--- src/rtl/symhist_pkg.sv ---
// Shared types and encodings for the symbol_histogram block.
package symhist_pkg;

    typedef enum logic [2:0] {
        StIdle,
        StLoad,
        StCount,
        StSearch,
        StDump
    } state_e;

    localparam logic [1:0] MODE_LOAD  = 2'b00;
    localparam logic [1:0] MODE_COUNT = 2'b01;
    localparam logic [1:0] MODE_DUMP  = 2'b10;

    // Index width able to hold every value 0..depth (table size n included).
    function automatic int unsigned idx_width(int unsigned depth);
        return $clog2(depth + 1);
    endfunction

endpackage

--- src/rtl/symbol_histogram_if.sv ---
// Symbol input stream and dump output stream of symbol_histogram, both valid/ready.
interface symbol_histogram_if #(
    parameter int unsigned SYM_W = 8,
    parameter int unsigned CNT_W = 16
);
    logic             sym_valid;
    logic             sym_ready;
    logic [SYM_W-1:0] sym_in;
    logic             out_valid;
    logic             out_ready;
    logic [SYM_W-1:0] out_sym;
    logic [CNT_W-1:0] out_count;
    logic             out_last;

    modport master (
        output sym_valid, sym_in, out_ready,
        input  sym_ready, out_valid, out_sym, out_count, out_last
    );

    modport slave (
        input  sym_valid, sym_in, out_ready,
        output sym_ready, out_valid, out_sym, out_count, out_last
    );
endinterface

--- src/rtl/symhist_lookup.sv ---
// Sequential table search: compares one entry per cycle while active_i is high.
module symhist_lookup #(
    parameter int unsigned SYM_W    = 8,
    parameter int unsigned MAX_SYMS = 32,
    parameter int unsigned NW       = 6
) (
    input  logic                               clock,
    input  logic                               reset_n,
    input  logic                               active_i,
    input  logic [SYM_W-1:0]                   sym_i,
    input  logic [NW-1:0]                      n_i,
    input  logic [MAX_SYMS-1:0][SYM_W-1:0]     tbl_i,
    output logic                               hit_o,
    output logic                               miss_done_o,
    output logic [NW-1:0]                      idx_o
);
    logic [NW-1:0]    idx_q, idx_d;
    logic [SYM_W-1:0] cur_sym;
    logic             in_range, last_entry;

    always_comb begin
        cur_sym = '0;
        for (int k = 0; k < MAX_SYMS; k++) begin
            if (NW'(k) == idx_q) cur_sym = tbl_i[k];
        end
        in_range    = idx_q < n_i;
        // Also true for an empty table, so a miss resolves in the first cycle.
        last_entry  = (idx_q + NW'(1)) >= n_i;
        hit_o       = active_i && in_range && (cur_sym == sym_i);
        miss_done_o = active_i && !hit_o && last_entry;
        if (!active_i)                     idx_d = '0;
        else if (!hit_o && !last_entry)    idx_d = idx_q + NW'(1);
        else                               idx_d = idx_q;
    end

    assign idx_o = idx_q;

    always_ff @(posedge clock or negedge reset_n) begin
        if (!reset_n) idx_q <= '0;
        else          idx_q <= idx_d;
    end
endmodule

--- src/rtl/symbol_histogram.sv ---
// Programmable-alphabet symbol counter with saturating counts and a (symbol, count) dump.
// Optional SYMHIST_CLEAR_ON_READ_EN: counts and miss are zeroed as their dump beat is taken.
module symbol_histogram
    import symhist_pkg::*;
#(
    parameter int unsigned      SYM_W    = 8,
    parameter int unsigned      MAX_SYMS = 32,
    parameter int unsigned      CNT_W    = 16,
    parameter logic [SYM_W-1:0] TERM     = '0
) (
    input  logic                clock,
    input  logic                reset_n,
    input  logic                start,
    input  logic [1:0]          mode,
    symbol_histogram_if.slave   bus,
    output logic                busy,
    output logic                load_ovf
);
    localparam int unsigned NW = idx_width(MAX_SYMS);

    typedef logic [SYM_W-1:0] sym_t;
    typedef logic [CNT_W-1:0] cnt_t;

    state_e                         state_q, state_d;
    logic [NW-1:0]                  n_q, n_d, j_q, j_d;
    logic [MAX_SYMS-1:0][SYM_W-1:0] tbl_q, tbl_d;
    logic [MAX_SYMS-1:0][CNT_W-1:0] cnt_q, cnt_d;
    cnt_t                           miss_q, miss_d, out_count_q, out_count_d;
    sym_t                           sym_q, sym_d, out_sym_q, out_sym_d;
    logic ovf_q, ovf_d, busy_q, busy_d, sym_ready_q, sym_ready_d;
    logic out_valid_q, out_valid_d, out_last_q, out_last_d;

    logic          hit, miss_done, sym_accept, out_accept, beat_last;
    logic [NW-1:0] hit_idx, beat_idx;
    sym_t          beat_sym;
    cnt_t          beat_cnt;

    function automatic cnt_t sat_inc(cnt_t v);
        return (v == '1) ? v : v + cnt_t'(1);
    endfunction

    symhist_lookup #(
        .SYM_W    (SYM_W),
        .MAX_SYMS (MAX_SYMS),
        .NW       (NW)
    ) u_lookup (
        .clock       (clock),
        .reset_n     (reset_n),
        .active_i    (state_q == StSearch),
        .sym_i       (sym_q),
        .n_i         (n_q),
        .tbl_i       (tbl_q),
        .hit_o       (hit),
        .miss_done_o (miss_done),
        .idx_o       (hit_idx)
    );

    assign sym_accept = bus.sym_valid && sym_ready_q;
    assign out_accept = out_valid_q && bus.out_ready;

    // Beat to present next: index 0 when starting a dump, j+1 after an accepted beat.
    always_comb begin
        beat_idx  = (state_q == StDump) ? j_q + NW'(1) : '0;
        beat_sym  = TERM;
        beat_cnt  = miss_q;
        beat_last = 1'b1;
        if (beat_idx < n_q) begin
            beat_last = 1'b0;
            for (int k = 0; k < MAX_SYMS; k++) begin
                if (NW'(k) == beat_idx) begin
                    beat_sym = tbl_q[k];
                    beat_cnt = cnt_q[k];
                end
            end
        end
    end

    always_comb begin
        state_d     = state_q;
        n_d         = n_q;
        j_d         = j_q;
        tbl_d       = tbl_q;
        cnt_d       = cnt_q;
        miss_d      = miss_q;
        sym_d       = sym_q;
        ovf_d       = ovf_q;
        busy_d      = busy_q;
        sym_ready_d = sym_ready_q;
        out_valid_d = out_valid_q;
        out_sym_d   = out_sym_q;
        out_count_d = out_count_q;
        out_last_d  = out_last_q;
        unique case (state_q)
            StIdle: begin
                if (start) begin
                    case (mode)
                        MODE_LOAD: begin
                            state_d     = StLoad;
                            n_d         = '0;
                            cnt_d       = '0;
                            miss_d      = '0;
                            ovf_d       = 1'b0;
                            busy_d      = 1'b1;
                            sym_ready_d = 1'b1;
                        end
                        MODE_COUNT: begin
                            state_d     = StCount;
                            busy_d      = 1'b1;
                            sym_ready_d = 1'b1;
                        end
                        MODE_DUMP: begin
                            state_d     = StDump;
                            j_d         = '0;
                            busy_d      = 1'b1;
                            out_valid_d = 1'b1;
                            out_sym_d   = beat_sym;
                            out_count_d = beat_cnt;
                            out_last_d  = beat_last;
                        end
                        default: ;
                    endcase
                end
            end
            StLoad: begin
                if (sym_accept) begin
                    if (bus.sym_in == TERM) begin
                        state_d     = StIdle;
                        busy_d      = 1'b0;
                        sym_ready_d = 1'b0;
                    end else if (n_q < NW'(MAX_SYMS)) begin
                        for (int k = 0; k < MAX_SYMS; k++) begin
                            if (NW'(k) == n_q) tbl_d[k] = bus.sym_in;
                        end
                        n_d = n_q + NW'(1);
                    end else begin
                        ovf_d = 1'b1;
                    end
                end
            end
            StCount: begin
                if (sym_accept) begin
                    sym_ready_d = 1'b0;
                    if (bus.sym_in == TERM) begin
                        state_d = StIdle;
                        busy_d  = 1'b0;
                    end else begin
                        sym_d   = bus.sym_in;
                        state_d = StSearch;
                    end
                end
            end
            StSearch: begin
                if (hit || miss_done) begin
                    state_d     = StCount;
                    sym_ready_d = 1'b1;
                end
                if (hit) begin
                    for (int k = 0; k < MAX_SYMS; k++) begin
                        if (NW'(k) == hit_idx) cnt_d[k] = sat_inc(cnt_q[k]);
                    end
                end else if (miss_done) begin
                    miss_d = sat_inc(miss_q);
                end
            end
            StDump: begin
                if (out_accept) begin
                    if (out_last_q) begin
                        state_d     = StIdle;
                        busy_d      = 1'b0;
                        out_valid_d = 1'b0;
                        out_sym_d   = '0;
                        out_count_d = '0;
                        out_last_d  = 1'b0;
`ifdef SYMHIST_CLEAR_ON_READ_EN
                        miss_d      = '0;
`endif
                    end else begin
`ifdef SYMHIST_CLEAR_ON_READ_EN
                        for (int k = 0; k < MAX_SYMS; k++) begin
                            if (NW'(k) == j_q) cnt_d[k] = '0;
                        end
`endif
                        j_d         = j_q + NW'(1);
                        out_sym_d   = beat_sym;
                        out_count_d = beat_cnt;
                        out_last_d  = beat_last;
                    end
                end
            end
            default: state_d = StIdle;
        endcase
    end

    always_ff @(posedge clock or negedge reset_n) begin
        if (!reset_n) begin
            state_q     <= StIdle;
            n_q         <= '0;
            j_q         <= '0;
            tbl_q       <= '0;
            cnt_q       <= '0;
            miss_q      <= '0;
            sym_q       <= '0;
            ovf_q       <= 1'b0;
            busy_q      <= 1'b0;
            sym_ready_q <= 1'b0;
            out_valid_q <= 1'b0;
            out_sym_q   <= '0;
            out_count_q <= '0;
            out_last_q  <= 1'b0;
        end else begin
            state_q     <= state_d;
            n_q         <= n_d;
            j_q         <= j_d;
            tbl_q       <= tbl_d;
            cnt_q       <= cnt_d;
            miss_q      <= miss_d;
            sym_q       <= sym_d;
            ovf_q       <= ovf_d;
            busy_q      <= busy_d;
            sym_ready_q <= sym_ready_d;
            out_valid_q <= out_valid_d;
            out_sym_q   <= out_sym_d;
            out_count_q <= out_count_d;
            out_last_q  <= out_last_d;
        end
    end

    assign bus.sym_ready = sym_ready_q;
    assign bus.out_valid = out_valid_q;
    assign bus.out_sym   = out_sym_q;
    assign bus.out_count = out_count_q;
    assign bus.out_last  = out_last_q;
    assign busy          = busy_q;
    assign load_ovf      = ovf_q;
endmodule

--- src/flat_wrapper.sv ---
// flat-port wrapper written by rule: the top's interface ports become plain ports
module symbol_histogram_flat import symhist_pkg::*;
#(
    parameter int unsigned      SYM_W    = 8,
    parameter int unsigned      MAX_SYMS = 32,
    parameter int unsigned      CNT_W    = 16,
    parameter logic [SYM_W-1:0] TERM     = '0
)
  (clock, reset_n, start, mode, busy, load_ovf, bus_sym_valid, bus_sym_in, bus_out_ready, bus_sym_ready, bus_out_valid, bus_out_sym, bus_out_count, bus_out_last);
  symbol_histogram_if #(.SYM_W(SYM_W), .CNT_W(CNT_W)) bus_i ();
  input  logic clock;
  input  logic reset_n;
  input  logic start;
  input  logic [1:0] mode;
  output logic busy;
  output logic load_ovf;
  input wire logic [$bits(bus_i.sym_valid)-1:0] bus_sym_valid;
  input wire logic [$bits(bus_i.sym_in)-1:0] bus_sym_in;
  input wire logic [$bits(bus_i.out_ready)-1:0] bus_out_ready;
  output wire logic [$bits(bus_i.sym_ready)-1:0] bus_sym_ready;
  output wire logic [$bits(bus_i.out_valid)-1:0] bus_out_valid;
  output wire logic [$bits(bus_i.out_sym)-1:0] bus_out_sym;
  output wire logic [$bits(bus_i.out_count)-1:0] bus_out_count;
  output wire logic [$bits(bus_i.out_last)-1:0] bus_out_last;
  assign bus_i.sym_valid = bus_sym_valid;
  assign bus_i.sym_in = bus_sym_in;
  assign bus_i.out_ready = bus_out_ready;
  assign bus_sym_ready = bus_i.sym_ready;
  assign bus_out_valid = bus_i.out_valid;
  assign bus_out_sym = bus_i.out_sym;
  assign bus_out_count = bus_i.out_count;
  assign bus_out_last = bus_i.out_last;
  symbol_histogram #(.SYM_W(SYM_W), .MAX_SYMS(MAX_SYMS), .CNT_W(CNT_W), .TERM(TERM)) u_core (.clock(clock), .reset_n(reset_n), .start(start), .mode(mode), .bus(bus_i), .busy(busy), .load_ovf(load_ovf));
endmodule
--- config.mk ---
export PLATFORM = sky130hd
export DESIGN_NAME = symbol_histogram_flat
export DESIGN_NICKNAME = d
export VERILOG_FILES = /design/src/rtl/symhist_pkg.sv /design/src/rtl/symbol_histogram_if.sv /design/src/rtl/symhist_lookup.sv /design/src/rtl/symbol_histogram.sv /design/src/flat_wrapper.sv
export SDC_FILE = /design/constraint.sdc
export NUM_CORES = 2
export LEC_CHECK = 0
export CORE_ASPECT_RATIO = 0.9
export CORE_MARGIN = 2
export CORE_UTILIZATION = 35
export DETAILED_ROUTE_END_ITERATION = 8
export PLACE_DENSITY = 0.53
export RECOVER_POWER = 50
export SETUP_SLACK_MARGIN = 0.2
export SLEW_MARGIN = 20
export SYNTH_ARGS = -nofsm -noshare
export SYNTH_HDL_FRONTEND = slang
export SYNTH_SLANG_ARGS = --single-unit
export TNS_END_PERCENT = 5
--- constraint.sdc ---
create_clock -name clock -period 5.35 [get_ports clock]
set_input_delay 1.3375 -clock clock [delete_from_list [all_inputs] [get_ports clock]]
set_output_delay 1.3375 -clock clock [all_outputs]
set_load 0.02 [all_outputs]
## After elaboration in Yosys (flattened, before gate mapping)

Index checks and enable logic that the tools add are counted.

| storage, ports and cells | value |
|---|---|
| bits in registers | 842 |
| word-level logic and storage cells | 669 |

| operators by class | value |
|---|---|
| $add $sub $neg | 36 |
| order comparisons | 4 |
| equal/unequal tests | 220 |
| multiplexer cells | 233 |
| bitwise operators | 1 |
| reductions and logical operators | 98 |

Operators by type and width:

| cell | count |
|---|---|
| 2-to-1 mux 16 bit | 106 |
| 2-to-1 mux 512 bit | 3 |
| case mux 512 bit (2 select lines) | 1 |
| 2-to-1 mux 8 bit | 69 |
| adder 16 x 1 -> 16 bit (second input constant) | 33 |
| == test 16 bit (second input constant) | 33 |
| == test 5 x 6 -> 1 bit (first input constant) | 48 |
| AND reduction 6 bit | 35 |
| AND reduction 5 bit | 34 |
| == test 4 x 6 -> 1 bit (first input constant) | 24 |
| inequality test 2 x 1 -> 1 bit (second input constant) | 44 |
| inequality test 2 bit (second input constant) | 42 |
| == test 3 x 6 -> 1 bit (first input constant) | 12 |
| 2-to-1 mux 6 bit | 12 |
| case mux 16 bit (2 select lines) | 2 |
| == test 2 x 6 -> 1 bit (first input constant) | 6 |
| case mux 6 bit (2 select lines) | 2 |
| 2-to-1 mux 1 bit | 22 |
| 2-to-1 mux 3 bit | 7 |
| adder 6 x 1 -> 6 bit (second input constant) | 3 |
| == test 1 x 6 -> 1 bit (first input constant) | 3 |
| zero test 6 bit | 3 |
| case mux 8 bit (2 select lines) | 1 |
| case mux 3 bit (5 select lines) | 1 |
| 31 further kinds | 46 |

## Logic depth before layout (Yosys ltp)

| depth | value |
|---|---|
| word-level depth | 41 |
| depth in mapped cells | 21 |
| gate-level depth less buffers | 15 |

## Modules after synthesis

A second synthesis with hierarchy kept.

| unflattened totals | value |
|---|---|
| cell total of the unflattened synthesis | 5441 |
| area total of the unflattened synthesis | 50183.1 um^2 |

By module, submodules not included:

| module | times used | cells an instance | area an instance (um^2) | seq. area each (um^2) |
|---|---|---|---|---|
| symbol_histogram | 1 | 4688 | 45274.7 | 20920.1 |
| symhist_lookup | 1 | 753 | 4908.5 | 150.1 |

## Worst setup path before layout

Ideal clock, no wire load.

| path | value |
|---|---|
| kind | register to register |
| start point | register u_core.u_lookup.idx_q[0], in the netlist u_core.u_lookup.idx_o[0] |
| end point | register u_core.cnt_q[280] in the netlist's numbering |
| data arrival time | 4291 ps |
| data required time | 5272 ps |
| path slack | 981 ps |
| stages on the path, launching flop included | 18 |
| buffers on the path | 3 |
| period minus slack after synthesis | 4369 ps |
| cells stage by stage | dfrtp_1 -> inv_1 -> ha_1 -> buf_4 -> or3b_1 -> buf_2 -> nor2_2 -> a221oi_1 -> o31a_1 -> o41a_1 -> o211a_1 -> or4_4 -> or4_1 -> o21ai_2 -> buf_4 -> nand2_1 -> or3_1 -> a21oi_1 |

| between the ends | value |
|---|---|
| cells in the longest elaborated chain, start to end | 37 |
| elaborated cells between the ends (all ways) | 71 |

RTL lines:

| what | line | RTL |
|---|---|---|
| from (decl) | symhist_lookup.sv:17 | `logic [NW-1:0] idx_q, idx_d;` |
| from (signal assigned) | symhist_lookup.sv:40 | `else idx_q <= idx_d;` |
| zero test 6 bit | symhist_lookup.sv:24 | `if (NW'(k) == idx_q) cur_sym = tbl_i[k];` |
| 2-to-1 mux 8 bit (32 in a row) | symhist_lookup.sv:24 |  |
| == test 8 bit | symhist_lookup.sv:29 | `hit_o = active_i && in_range && (cur_sym == sym_i);` |
| logical AND 1 bit | symhist_lookup.sv:29 |  |
| inequality test 2 x 1 -> 1 bit (no line) | -- |  |
| AND reduction 6 bit (no line) * | -- |  |
| to (signal assigned) | symbol_histogram.sv:215 | `cnt_q <= cnt_d;` |
| to (decl) | symbol_histogram.sv:27 | `logic [MAX_SYMS-1:0][CNT_W-1:0] cnt_q, cnt_d;` |

Every way passes the cells marked *; elsewhere a longest branch is shown, timed or not.
A chain may end at the register's enable or synchronous reset.

## Worst setup path in the final report

| path | value |
|---|---|
| start point | register u_core.j_q[0] |
| end point | register u_core.out_count_q[2], in the netlist u_core.bus.out_count[2] |

| between the ends | value |
|---|---|
| cells in the longest elaborated chain, start to end | 39 |
| elaborated cells between the ends (all ways) | 73 |

RTL lines:

| what | line | RTL |
|---|---|---|
| from (decl) | symbol_histogram.sv:25 | `logic [NW-1:0] n_q, n_d, j_q, j_d;` |
| from (signal assigned) | symbol_histogram.sv:213 | `j_q <= j_d;` |
| adder 6 x 1 -> 6 bit * | symbol_histogram.sv:63 | `beat_idx = (state_q == StDump) ? j_q + NW'(1) : '0;` |
| 2-to-1 mux 6 bit * | symbol_histogram.sv:63 |  |
| zero test 6 bit | symbol_histogram.sv:70 | `if (NW'(k) == beat_idx) begin` |
| 2-to-1 mux 16 bit (32 in a row) | symbol_histogram.sv:70 |  |
| 2-to-1 mux 16 bit * | symbol_histogram.sv:67 | `if (beat_idx < n_q) begin` |
| 2-to-1 mux 16 bit (on tied branches) | symbol_histogram.sv:167, symbol_histogram.sv:96 |  |
| 2-to-1 mux 16 bit (on tied branches) | symbol_histogram.sv:166, symbol_histogram.sv:95 |  |
| case mux 16 bit (2 select lines) * | symbol_histogram.sv:93 | `unique case (state_q)` |
| to (signal assigned) | symbol_histogram.sv:223 | `out_count_q <= out_count_d;` |
| to (decl) | symbol_histogram.sv:28 | `cnt_t miss_q, miss_d, out_count_q, out_count_d;` |

Every way passes the cells marked *; elsewhere a longest branch is shown, timed or not. The select of a mux whose other input is x is not followed.

==> results.yml <==
min_path:
  hold_path_depth: 1
  min_from: "u_core.bus.out_sym[2]"
  whs_endpoint: "u_core.bus.out_sym[2]"
  min_path_type: "reg -> reg"
route:
  final_antenna_net_count: 0
  routed_wl_um: 260000
  drt-pass1-iter-count: 9
  wl_met2_um: 108000
  via_count: 51500
  m1WireLength_um: 112000
  via_per_inst: 6.36
  dr_wl_met3_um: 27800
  first_iter_violations: 7912
  post_drt_wl_per_cell_um: 32.1
  route.detailed.drc: 8
  routed.top_layer: "met5"
floorplan:
  rows: 133
  die_w_um: 407
  die_y_um: 367
  die_area_mm2: 0.149
  core_area_mm2: 0.146
  start_util_pct: 35.2
  ios: 44
synth:
  postSynthAreaPerCell_um2: 8.86
  ys_seq_elements: 842
  yosysSeqAreaShare_pct: 41.2
  synth_top_area_cell: "dfrtp_1"
  synth_top_area_share_pct: 41.2
  yosysWarnings: 0
  synth_ff_type: "dfrtp_1"
  synth_area_leaders: "dfrtp_1, mux2_2, nor2_1"
  postSynthCellCount: 5776
  synth_nets: 5856
  synth_edf_count: 0
  async_flop_share_pct: 100
  synth.distinct_cells: 100
  synth_area_mm2: 0.0512
layout:
  fin_nets: 6132
  register_area_mm2: 0.0211
  multi_input_area_mm2: 0.0285
  mostFrequentLayoutCells: "dfrtp_1, nor2_1, nand2_1"
  design_area_mm2: 0.0608
  area_growth_pct: 18.8
  drive_gt1_share_pct: 17.3
  final_common_cell: "dfrtp_1"
  num-fill-cells: 14500
setup_path:
  cp.arrival_ps: 5960
  crit_path_max_incr_delay_ps: 860
  critPathMaxFanout: 15
  reg2reg_depth: 16
  r2r_start: "u_core.j_q[0]"
  worstSetupPathType: "reg -> reg"
  end_kind: "register"
  required_ps: 5950
  reg2reg_to: "u_core.bus.out_count[2]"
  cpMostUsedCell: "buf_4"
  rrSetupSlack_ps: -4
  critPathBufInv: 4
  worst_setup_path_start_kind: "register"
  slowest_stage: "a222oi_1"
  crit_chain: "buf_4 > and3_1 > xnor2_1 > or3_1 > nor2_1 > buf_4 > a222oi_1 > o2111ai_1 > a21oi_1 > buf_4 > a21oi_1 > o21ai_0 > buf_4 > a41oi_1 > o21ai_0 > nand2_1"
  path_delay_family: "compound AO/OA/AOI/OAI gates"
global_route:
  grt_max_degree: 119
  antenna_found_initial: 11
  globalRouteOverflowTotal: 0
  grt_pass1_wl_um: 370000
  grt_usage_pct: 33.9
  grt_pass1_vias: 47900
clock_tree:
  clk_latency_ps: 770
  cts_tree: "done"
  htree_levels: 3
  clockRootBuffer: "clkbuf_16"
  cts-hold-fix-buffers: 0
  clkTransAtPathRegs_ps: 60
  cts_num_sinks: 842
  clk_path_buf_depth: 3
  cts_made_buffers: 101
placed_design:
  dp_hpwl_um: 196000
  io_buffer_count: 43
  dp_slack_ps: 48.9
  place_area_mm2: 0.0570
  finalWeightedCongestion: 1.04
power_and_ir_drop:
  ir_worst_vdd_mv: 0.263
  p_sw_mw: 3.55
  p_seq_share_pct: 44.3
  powerDensity_mw_per_mm2: 241
  internal-power_mw: 11.1
  pwr-share-clk_pct: 52.8
  power_switching_share_pct: 24.2
  pwr-share-comb_pct: 2.8
  p_leak_nw: 26.1
run_status:
  status: "complete, but fails checks"
  violations: "design-rule violations, max-capacitance violations, max-slew violations, negative setup slack"
sta:
  hold_violations: 0
  period_needed_ps: 5350
  slew_viol_final: 102
  fmax_mhz: 187
  finalSetupViolations: 1
  setup_ws_ps: -4.09
  finClkSkew_ps: 57.9
  rsz0062_at_grt: "true"
  fin_crit_sh_pct: 100
  tightest_slew_ps: 4180
  slew-limit-headroom_pct: -179
job:
  maxCapViolations: 3
==> cells by family (layout without fill, tap and decap cells) <==
logic type,count (synthesis),in the layout,share of synthesized area (%)
AO/OA/AOI/OAI,1406,1406,18.5
XOR/XNOR,358,358,6.13
adder cells (fa/ha/maj),65,65,1.59
buffers and inverters,454,819,3.53
flip-flops,842,842,41.2
multiplexers,290,290,6.33
other,0,5,0
AND/OR/NAND/NOR,2361,2361,22.8
==> power by group through the flow <==
stage	combinational [mW]	sequential (mW)	clock [mW]
floorplan	0.163	6.58	0
global placement	0.417	6.61	0
detailed placement	0.421	6.61	0
CTS	0.422	6.50	7.86
global route	0.469	6.50	8.10
finish	0.417	6.50	7.75
==> stage by stage <==
| stage | std cells | hold slack [ps] | total power [mW] | setup TNS, ps | utilization, % |
|---|---|---|---|---|---|
| finish | 8103 | 492 | 14.7 | -4.09 | 41.8 |
| global route | 8100 | 517 | 15.1 | 0 | 41.7 |
| CTS | 8091 | 495 | 14.8 | 0 | 41.7 |
| detailed placement | 7899 | 478 | 7.04 | 0 | 39.1 |
| global placement | 7899 | 472 | 7.03 | 0 | 39.1 |
| floorplan | 5776 | 460 | 6.74 | 0 | - |
==> layer usage <==
layer	vias up	track usage (%)
li1	22000	-
met1	25900	48.4
met2	3116	48.6
met3	556	8.28
met4	12	14.0
met5	-	0
==> registers in the layout, indices dropped and copies added (netlist names) <==
signal and flops:
u_core.cnt_q 512, u_core.tbl_q 256, u_core.bus.out_count 16, u_core.miss_q 16, u_core.bus.out_sym 8, u_core.sym_q 8
u_core.j_q 6, u_core.n_q 6, u_core.u_lookup.idx_o 6, u_core.state_q 3, u_core.bus.out_last 1, u_core.bus.out_valid 1
u_core.bus.sym_ready 1, u_core.busy 1, u_core.load_ovf 1
==> timing repair <==
item                                    in CTS  in global routing
buffers inserted                             0                  6
cloned                                       0                  1
endpoints found under the setup margin      69                322
gates resized for setup                      3                 24
pin swaps                                    0                  3
==> how the worst max path moves through the flow <==
stage	endpoint	startpoint	slack [ps]	depth (start not counted)
2_1_floorplan	u_core.cnt_q[280]	u_core.u_lookup.idx_o[0]	980	17
3_3_place_gp	u_core.cnt_q[175]	u_core.u_lookup.idx_o[0]	170	15
3_5_place_dp	u_core.cnt_q[175]	u_core.u_lookup.idx_o[1]	50	14
4_1_cts	u_core.cnt_q[175]	u_core.u_lookup.idx_o[2]	190	15
5_1_grt	u_core.bus.out_count[2]	u_core.j_q[0]	50	16
6_report	u_core.bus.out_count[2]	u_core.j_q[0]	-4	16
==> area by class of cell <==
cell class / count / share of cell area [%]
Clock inverter: 47 / 1.13
Timing Repair Buffer: 560 / 7.86
Tap cell: 1957 / 4.03
Multi-Input combinational cell: 4480 / 47.0
Inverter: 67 / 0.414
Antenna cell: 5 / 0.0206
Clock buffer: 145 / 4.93
Sequential cell: 842 / 34.7
==> cell usage after synthesis (all sizes together) (24+ instances only) <==
cell and number:
o21ai 298, a222oi 36, a221o 29, a22oi 46, and3 185, nand2 491
nor2 662, ha 65, a2111oi 25, inv 66, o22ai 96, o211ai 79
mux2 271, xnor2 184, xor2 174, clkbuf 306, dfrtp 842, o2111ai 24
o31ai 26, nand3 319, nand4 160, a21o 28, a221oi 86, buf 81
a31oi 41, and2 44, a211oi 56, nand2b 29, nor4 48, o221ai 40
a21oi 324, nor3 169, or3 102
Note: power is estimated with default switching activity, not from simulation.
